$ cat src/rtl/pci_arbiter_if.sv
// Bus-side signal bundle for the PCI arbiter: request/grant lines plus the observed FRAME#/IRDY#.
// The master modport is the arbiter's view. The slave modport is the requester/bus-model view.
interface pci_arbiter_if #(
    parameter int NUM_MASTERS = 4
);
    localparam int OW = (NUM_MASTERS > 1) ? $clog2(NUM_MASTERS) : 1;

    logic [NUM_MASTERS-1:0] req_n;
    logic                   frame_n;
    logic                   irdy_n;
    logic [NUM_MASTERS-1:0] gnt_n;
    logic [OW-1:0]          owner;
    logic                   owner_valid;
    logic                   timeout;

    modport master (
        input  req_n, frame_n, irdy_n,
        output gnt_n, owner, owner_valid, timeout
    );

    modport slave (
        output req_n, frame_n, irdy_n,
        input  gnt_n, owner, owner_valid, timeout
    );
endinterface

$ cat src/rtl/pci_arbiter.sv
// Central round-robin PCI arbiter with hidden arbitration, idle-bus grant gap and grant timeout.
// Define PCI_ARB_PARK_EN to park the grant on the last owner when no master is requesting.
//
// state    | meaning
// NOGNT    | no grant, waiting for a request
// GRANT    | owner granted, bus idle, idle counter running
// BUSY     | transaction in progress, grant may move (hidden arbitration)
// GAP      | one-cycle all-grants-high turnaround on an idle bus
// PARK     | grant parked on last owner with nothing requested (parking builds only)
module pci_arbiter #(
    parameter int NUM_MASTERS = 4,
    parameter int TIMEOUT     = 16
) (
    input  logic            clk,
    input  logic            rst,
    pci_arbiter_if.master   bus
);
    localparam int OW = $clog2(NUM_MASTERS);
    localparam int CW = $clog2(TIMEOUT);

    typedef enum logic [2:0] {
        ST_NOGNT,
        ST_GRANT,
        ST_BUSY,
        ST_GAP,
        ST_PARK
    } state_t;

    state_t                 state_q, state_d;
    logic [NUM_MASTERS-1:0] gnt_n_q, gnt_n_d;
    logic [OW-1:0]          owner_q, owner_d;
    logic                   owner_valid_q, owner_valid_d;
    logic                   timeout_q, timeout_d;
    logic [OW-1:0]          last_q, last_d;
    logic [CW-1:0]          cnt_q, cnt_d;

    logic [NUM_MASTERS-1:0] req;
    logic [NUM_MASTERS-1:0] own_oh;
    logic                   bus_idle;
    logic                   owner_req;
    logic [OW:0]            win_any;
    logic [OW:0]            win_oth;

    // Returns {found, index} of the first requester after 'from', wrapping around.
    function automatic logic [OW:0] rr_pick(input logic [NUM_MASTERS-1:0] r,
                                            input logic [OW-1:0] from);
        logic [OW:0]   res;
        logic [OW-1:0] idx_w;
        int            idx;
        res = '0;
        for (int i = NUM_MASTERS; i >= 1; i--) begin
            idx   = (int'(from) + i) % NUM_MASTERS;
            idx_w = OW'(idx);
            if (r[idx_w]) begin
                res = {1'b1, idx_w};
            end
        end
        return res;
    endfunction

    assign req       = ~bus.req_n;
    assign bus_idle  = bus.frame_n & bus.irdy_n;
    assign own_oh    = NUM_MASTERS'(1) << owner_q;
    assign owner_req = req[owner_q];
    assign win_any   = rr_pick(req, last_q);
    assign win_oth   = rr_pick(req & ~own_oh, last_q);

    always_comb begin
        state_d   = state_q;
        owner_d   = owner_q;
        last_d    = last_q;
        cnt_d     = '0;
        timeout_d = 1'b0;

        case (state_q)
            ST_NOGNT: begin
                if (win_any[OW]) begin
                    state_d = ST_GRANT;
                    owner_d = win_any[OW-1:0];
                    last_d  = win_any[OW-1:0];
                end
`ifdef PCI_ARB_PARK_EN
                else begin
                    state_d = ST_PARK;
                    owner_d = last_q;
                end
`endif
            end
            ST_GRANT: begin
                if (!bus.frame_n) begin
                    state_d = ST_BUSY;
                end else if (!owner_req && bus_idle) begin
                    state_d = ST_GAP;
                end else if (cnt_q == CW'(TIMEOUT - 1)) begin
                    state_d   = ST_GAP;
                    timeout_d = 1'b1;
                end else begin
                    cnt_d = cnt_q + 1'b1;
                end
            end
            ST_BUSY: begin
                // Idle check first so an idle-bus handover always goes through GAP.
                if (bus_idle) begin
                    state_d = ST_GRANT;
                end else if (win_oth[OW]) begin
                    owner_d = win_oth[OW-1:0];
                    last_d  = win_oth[OW-1:0];
                end
            end
            ST_GAP: begin
                if (win_any[OW]) begin
                    state_d = ST_GRANT;
                    owner_d = win_any[OW-1:0];
                    last_d  = win_any[OW-1:0];
                end else begin
                    state_d = ST_NOGNT;
                end
            end
            ST_PARK: begin
`ifdef PCI_ARB_PARK_EN
                if (!bus.frame_n) begin
                    state_d = ST_BUSY;
                end else if (owner_req) begin
                    state_d = ST_GRANT;
                end else if (|req) begin
                    state_d = ST_GAP;
                end
`else
                state_d = ST_NOGNT;
`endif
            end
            default: state_d = ST_NOGNT;
        endcase

        owner_valid_d = (state_d == ST_GRANT) || (state_d == ST_BUSY) || (state_d == ST_PARK);
        gnt_n_d       = owner_valid_d ? ~(NUM_MASTERS'(1) << owner_d) : '1;
    end

    always_ff @(posedge clk) begin
        if (rst) begin
            state_q       <= ST_NOGNT;
            gnt_n_q       <= '1;
            owner_q       <= '0;
            owner_valid_q <= 1'b0;
            timeout_q     <= 1'b0;
            last_q        <= OW'(NUM_MASTERS - 1);
            cnt_q         <= '0;
        end else begin
            state_q       <= state_d;
            gnt_n_q       <= gnt_n_d;
            owner_q       <= owner_d;
            owner_valid_q <= owner_valid_d;
            timeout_q     <= timeout_d;
            last_q        <= last_d;
            cnt_q         <= cnt_d;
        end
    end

    assign bus.gnt_n       = gnt_n_q;
    assign bus.owner       = owner_q;
    assign bus.owner_valid = owner_valid_q;
    assign bus.timeout     = timeout_q;
endmodule

$ cat src/flat_wrapper.sv
// flat-port wrapper written by rule: the top's interface ports become plain ports
module pci_arbiter_flat 
#(
    parameter int NUM_MASTERS = 4,
    parameter int TIMEOUT     = 16
)
  (clk, rst, bus_req_n, bus_frame_n, bus_irdy_n, bus_gnt_n, bus_owner, bus_owner_valid, bus_timeout);
  pci_arbiter_if #(.NUM_MASTERS(NUM_MASTERS)) bus_i ();
  input  logic clk;
  input  logic rst;
  input wire logic [$bits(bus_i.req_n)-1:0] bus_req_n;
  input wire logic [$bits(bus_i.frame_n)-1:0] bus_frame_n;
  input wire logic [$bits(bus_i.irdy_n)-1:0] bus_irdy_n;
  output wire logic [$bits(bus_i.gnt_n)-1:0] bus_gnt_n;
  output wire logic [$bits(bus_i.owner)-1:0] bus_owner;
  output wire logic [$bits(bus_i.owner_valid)-1:0] bus_owner_valid;
  output wire logic [$bits(bus_i.timeout)-1:0] bus_timeout;
  assign bus_i.req_n = bus_req_n;
  assign bus_i.frame_n = bus_frame_n;
  assign bus_i.irdy_n = bus_irdy_n;
  assign bus_gnt_n = bus_i.gnt_n;
  assign bus_owner = bus_i.owner;
  assign bus_owner_valid = bus_i.owner_valid;
  assign bus_timeout = bus_i.timeout;
  pci_arbiter #(.NUM_MASTERS(NUM_MASTERS), .TIMEOUT(TIMEOUT)) u_core (.clk(clk), .rst(rst), .bus(bus_i));
endmodule
$ cat config.mk
export PLATFORM = sky130hd
export DESIGN_NAME = pci_arbiter_flat
export DESIGN_NICKNAME = d
export VERILOG_FILES = /design/src/rtl/pci_arbiter_if.sv /design/src/rtl/pci_arbiter.sv /design/src/flat_wrapper.sv
export SDC_FILE = /design/constraint.sdc
export NUM_CORES = 1
export LEC_CHECK = 0
export ABC_CLOCK_PERIOD_IN_PS = 4900
export CAP_MARGIN = 20
export CORE_ASPECT_RATIO = 0.8
export CORE_MARGIN = 8
export CORE_UTILIZATION = 30
export CTS_BUF_LIST = sky130_fd_sc_hd__clkbuf_8
export DETAILED_ROUTE_END_ITERATION = 16
export PLACE_DENSITY = 0.55
export SLEW_MARGIN = 20
export SYNTH_ARGS = -nofsm -noshare
export SYNTH_HDL_FRONTEND = slang
export SYNTH_SLANG_ARGS = --single-unit
$ cat constraint.sdc
create_clock -name clk -period 4.9 [get_ports clk]
set_clock_uncertainty 0.2 [all_clocks]
set_input_delay 1.225 -clock clk [delete_from_list [all_inputs] [get_ports clk]]
set_output_delay 1.225 -clock clk [all_outputs]
set_load 0.01 [all_outputs]
Word-level counts from Yosys, hierarchy flattened
Index checks and enable logic that the tools add are counted.
Widths: inputs -> output; s select.
- input bits: 8
- flip-flop bits (word level): 17
- word-level logic and storage cells: 90
- output and inout port bits: 8
- muxes and demuxes: 42
- add/sub/neg operators: 5
- reductions and logical operators: 11
- bitwise gates (word level): 8
- shift-type cells: 2
- order comparisons: 5
- eq/ne operators: 10
- operators with widths (kind ; number):
    $mux 3 ; 13
    $bmux 1 s2 ; 9
    $lt 2x3->1 const B ; 5
    $mux 2 ; 6
    $not 4->4 ; 3
    $pmux 3 s4 ; 1
    $mux 1 ; 11
    $eq 3x2->1 const B ; 3
    $pmux 2 s2 ; 2
    $shl 1x2->4 const A ; 2
    $eq 3x1->1 const B ; 2
    $reduce_or 5->1 ; 1
    $add 2x1->2 const B ; 2
    $add 2x2->2 const B ; 2
    $add 4x1->4 const B ; 1
    $and 4x4->4 ; 1
    $eq 4x4->1 const B ; 1
    $ne 2x1->1 const B ; 2
    $reduce_and 4->1 ; 1
    $reduce_or 2->1 ; 2
    $reduce_or 4->1 ; 1
    $eq 3x3->1 const B ; 1
    $logic_not 3->1 ; 1
    $not 1->1 ; 3
    6 further kinds ; 7

Logic depth before layout (Yosys ltp)
- word-level depth: 14
- gate-level depth with buffers: 8
- mapped depth without buffers: 6

Worst setup path before layout
Ideal clock, no wire load.
- path kind: input -> register
- from: input bus_req_n[3]
- to: register u_core.gnt_n_q[0], in the netlist u_core.bus.gnt_n[0]
- arrival time: 2.668 ns
- buffers on the path: 1
- slack: 1.901 ns
- required time: 4.569 ns
- stages: 7
- library setup time: 0.131 ns
- cells stage by stage: clkbuf_1 > nand4_1 > a211oi_1 > nor3_1 > xnor2_1 > a2111oi_2 > nand3_1
- cells in the longest elaborated chain, start to end: 14
- elaborated cells on any way between the ends: 48
- classes of those cells: 3 x eq/ne; 1 x shift; 35 x mux; 4 x bitwise; 5 x reduce/logical
- ends and longest elaborated chain (what ; line ; source):
    start: declaration ; flat_wrapper.sv:11 ; input wire logic [$bits(bus_i.req_n)-1:0] bus_req_n;
    $not 4->4 * ; pci_arbiter.sv:61 ; assign req = ~bus.req_n;
    $bmux 1 s2 ; pci_arbiter.sv:54 ; if (r[idx_w]) begin
    $mux 1 (not written as such) ; pci_arbiter.sv:54 ;
    $mux 3 (4 in a row) ; pci_arbiter.sv:54 ;
    $mux 1 or $mux 3 (tied branches) ; pci_arbiter.sv:111, pci_arbiter.sv:77 ;
    $pmux 3 s4 ; pci_arbiter.sv:75 ; case (state_q)
    $eq 3x1->1 or $eq 3x2->1 (tied branches) ; pci_arbiter.sv:135 ; owner_valid_d = (state_d == ST_GRANT) || (state_d == ST_BUSY) || (state_d == ST_PARK);
    $logic_or 1x1->1 (2 in a row) ; pci_arbiter.sv:135 ;
    $not 1->1 (no line) ; n/a ;
    $reduce_or 2->1 (no line) ; n/a ;
    end signal: assignment ; pci_arbiter.sv:150 ; gnt_n_q <= gnt_n_d;
    end: declaration ; pci_arbiter.sv:30 ; logic [NUM_MASTERS-1:0] gnt_n_q, gnt_n_d;
Mark *: on every way between the ends. The rest lies on a longest branch, timed or not. The select of a mux whose other input is x is not followed.
A chain may end at the register's enable or synchronous reset.

Final worst setup path
- from: input bus_req_n[2]
- to: register u_core.gnt_n_q[0], in the netlist u_core.bus.gnt_n[0]
The elaborated chain is that of the path after synthesis.

==> impl_results.md <==
* Int Pwr at 0.248 mW
* Initial antenna violation count at 0
* Setup slack after layout at 1.37 ns
* Crit path largest cell delay at 0.75 ns
* Top cell type's share of synthesized area at 0.286
* Hold depth at 1
* # rows at 20
* Count leader, synth: dfxtp_1
* Total GRT Usage at 0.0988
* WP buf/inv at 1
* H-tree Lvls at 1
* Vias in the first global route at 1,099
* Post-synthesis sequential area ratio at 0.286
* CTS max path bufs at 2
* Slowest CP cell: clkdlybuf4s50_1
* Die Span Y at 72.3 um
* Core Area at 3800 um2
* Clock power frac at 0.276
* Slew Viols, Final at 0
* Leakage Power at 0.509 nW
* Initial Util at 0.313
* DR WL/cell at 14.2 um
* Power, Total at 0.358 mW
* Crit path time final at 3.53 ns
* Largest net degree at the start of global routing at 22
* Port bufs at 15
* Worst slew margin at 0.567
* R2R cell count at 6
* Post-DP HPWL at 2230 um
* Die Footprint at 6250 um2
* Ports at 16
* Min-delay worst type: reg -> reg
* CTS Hold Bufs at 0
* CP delay by family, top: compound AO/OA/AOI/OAI gates
* CTS tree: yes
* Share of power burned in registers at 0.451
* Total Wirelength at 3030 um
* Leading area contributor after synthesis: dfxtp_1
* Max_cap viols at 0
* Grt total ovfl at 0
* Worst EP arrival at 3.44 ns
* Final Hold Fails at 0
* Worst skew pair latency at 0.25 ns
* Slew @ Worst Pin at 0.649 ns
* Clock transition at the registers of the reported paths at 0.06 ns
* Die X at 86.4 um
* Nets@finish at 168
* Total vias in the final route at 1,166
* Hold_ws at 0.263 ns
* Worst setup SP type: primary input
* Clock sink total at 17
* Status: complete, no violations
* Asr flop ratio synth at 0
* Predominant post-synthesis flop cell: dfxtp_1
* Max VDD drop at 151 uV
* Fmax at 283 MHz
* Routability cong. at 0.851
* Part of the power in combinational logic at 0.272
* Inserted Clock Buffers at 3
* Net Sw Frac at 0.307
* Post CTS Setup Buffer Count at 0
* Critical path peak fanout at 14
* Setup crit end kind: register
* P per Cell Area at 253 nW/um2
* Main area contributors after synthesis: dfxtp_1 29%, nor2b_1 5.3%, nor2_1 4.1%
* Post-synth EDFFs at 0
* Via density at 5.47
* DRT iter0 DRCs at 166
* Sw power at 0.110 mW
* WS Path Type: in -> reg
* # DRC at 0
* Mapped Cells at 149
* Ys Warns at 0
* Synthesized area at 1190 um2
* Area Growth Syn to Fin at 18.7%
* Antenna Nets Post-Route at 0
* Endpoints failing setup at 0
* Ant diodes at 0
* RSZ-0062 raised after global routing: false
* CTS root buf: clkbuf_8
* Setup TNS at 0 ns
* Layout cells sized above 1 at 0.0696
* Crit-path cells: clkdlybuf4s50_1 > nand4_1 > a211oi_1 > nor3_1 > xnor2_1 > a2111oi_2 > nand3_1
* Post-synth net total at 158
* First-pass GRT wire length at 5090 um
* Synth Area per Inst at 7.99 um2
* Synth cell types at 49
* First-pass DRT Iterations at 4
* Post-synth top cells: 17 x dfxtp_1, 13 x nor2_1, 10 x nor2b_1, 8 x a21oi_1
* Resized Gates After CTS at 0
* WP data required at 4.81 ns
* CP Depth at 7
* Fin crit share at 0.720
* Filler instances at 413
* #FFs+latches synth at 17
* DP Worst Slack at 1.15 ns
through the flow:
step,cells,cell area [um2],utilization
2_1_floorplan,149,1190,-
3_3_place_gp,209,1370,0.360
3_5_place_dp,209,1370,0.360
4_1_cts,213,1410,0.371
5_1_grt,213,1410,0.371
6_report,213,1410,0.371
final cells by class:
cell class | count | area, um2 | area share
Clock buffer | 3 | 41.3 | 0.0292
Clock inverter | 1 | 3.75 | 0.00266
Inverter | 5 | 18.8 | 0.0133
Multi-Input combinational cell | 117 | 790 | 0.559
Sequential cell | 17 | 340 | 0.241
Tap cell | 55 | 68.8 | 0.0487
Timing Repair Buffer | 15 | 150 | 0.106
path summary, 6_finish.rpt:
path	from	to	slack, ns
setup reg to reg	u_core.bus.owner[1]	u_core.bus.gnt_n[0]	2.37
hold reg to reg	u_core.cnt_q[0]	u_core.cnt_q[0]	0.26
setup / recovery	bus_req_n[2]	u_core.bus.gnt_n[0]	1.37
hold / removal	u_core.cnt_q[0]	u_core.cnt_q[0]	0.26
worst register-to-register path: stages (launching register included):
cell	delay, ns
dfxtp_1	0.58
nor2b_1	0.48
o32ai_1	0.24
a32oi_1	0.25
o41ai_2	0.16
a2111oi_2	0.37
nand3_1	0.13
per-layer routing:
| layer | global-route usage | share of wire | vias up |
|---|---|---|---|
| met4 | 0.0400 | 0.0089 | 0 |
| met2 | 0.154 | 0.45 | 43 |
| li1 | - | - | 571 |
| met1 | 0.130 | 0.47 | 550 |
| met3 | 0.0181 | 0.067 | 2 |
| met5 | 0 | 0 | - |
power by group through the flow:
stage | clock [mW] | combinational [mW] | sequential, mW
floorplan | 0 | 0.0767 | 0.154
global placement | 0 | 0.0958 | 0.164
detailed placement | 0 | 0.0960 | 0.164
CTS | 0.104 | 0.0966 | 0.161
global route | 0.110 | 0.107 | 0.164
finish | 0.0989 | 0.0975 | 0.161
cell usage in the layout (no fill, tap or decap), types with 3 or more instances in the layout:
master / n
a211oi_1: 3
a21oi_1: 8
mux2i_1: 3
nor2b_1: 10
nor2_1: 13
nand2_1: 7
inv_1: 6
nor3_1: 5
nand2b_1: 3
o211ai_1: 5
nand4_1: 3
nand3_1: 7
dfxtp_1: 17
clkdlybuf4s50_1: 15
nand3b_1: 3
clkbuf_8: 3
a21o_1: 3
o21ai_0: 7
flip-flops by register name, summed over array words and instances, names as in the netlist:
name,cells
u_core.bus.timeout,1
u_core.bus.owner_valid,1
u_core.bus.owner,2
u_core.cnt_q,4
u_core.bus.gnt_n,4
u_core.last_q,2
u_core.state_q,3
cells by family (layout without fill, tap and decap cells):
logic type	Yosys count	in the layout	share of synthesized area
mux	5	5	0.0568
simple gates	60	60	0.271
flops	17	17	0.286
compound gates	45	45	0.283
buf+inv	15	24	0.0505
fa+ha+maj	3	3	0.0273
other cells	1	1	0.00315
xor+xnor	3	3	0.0221
Note: power is estimated with default switching activity, not from simulation.
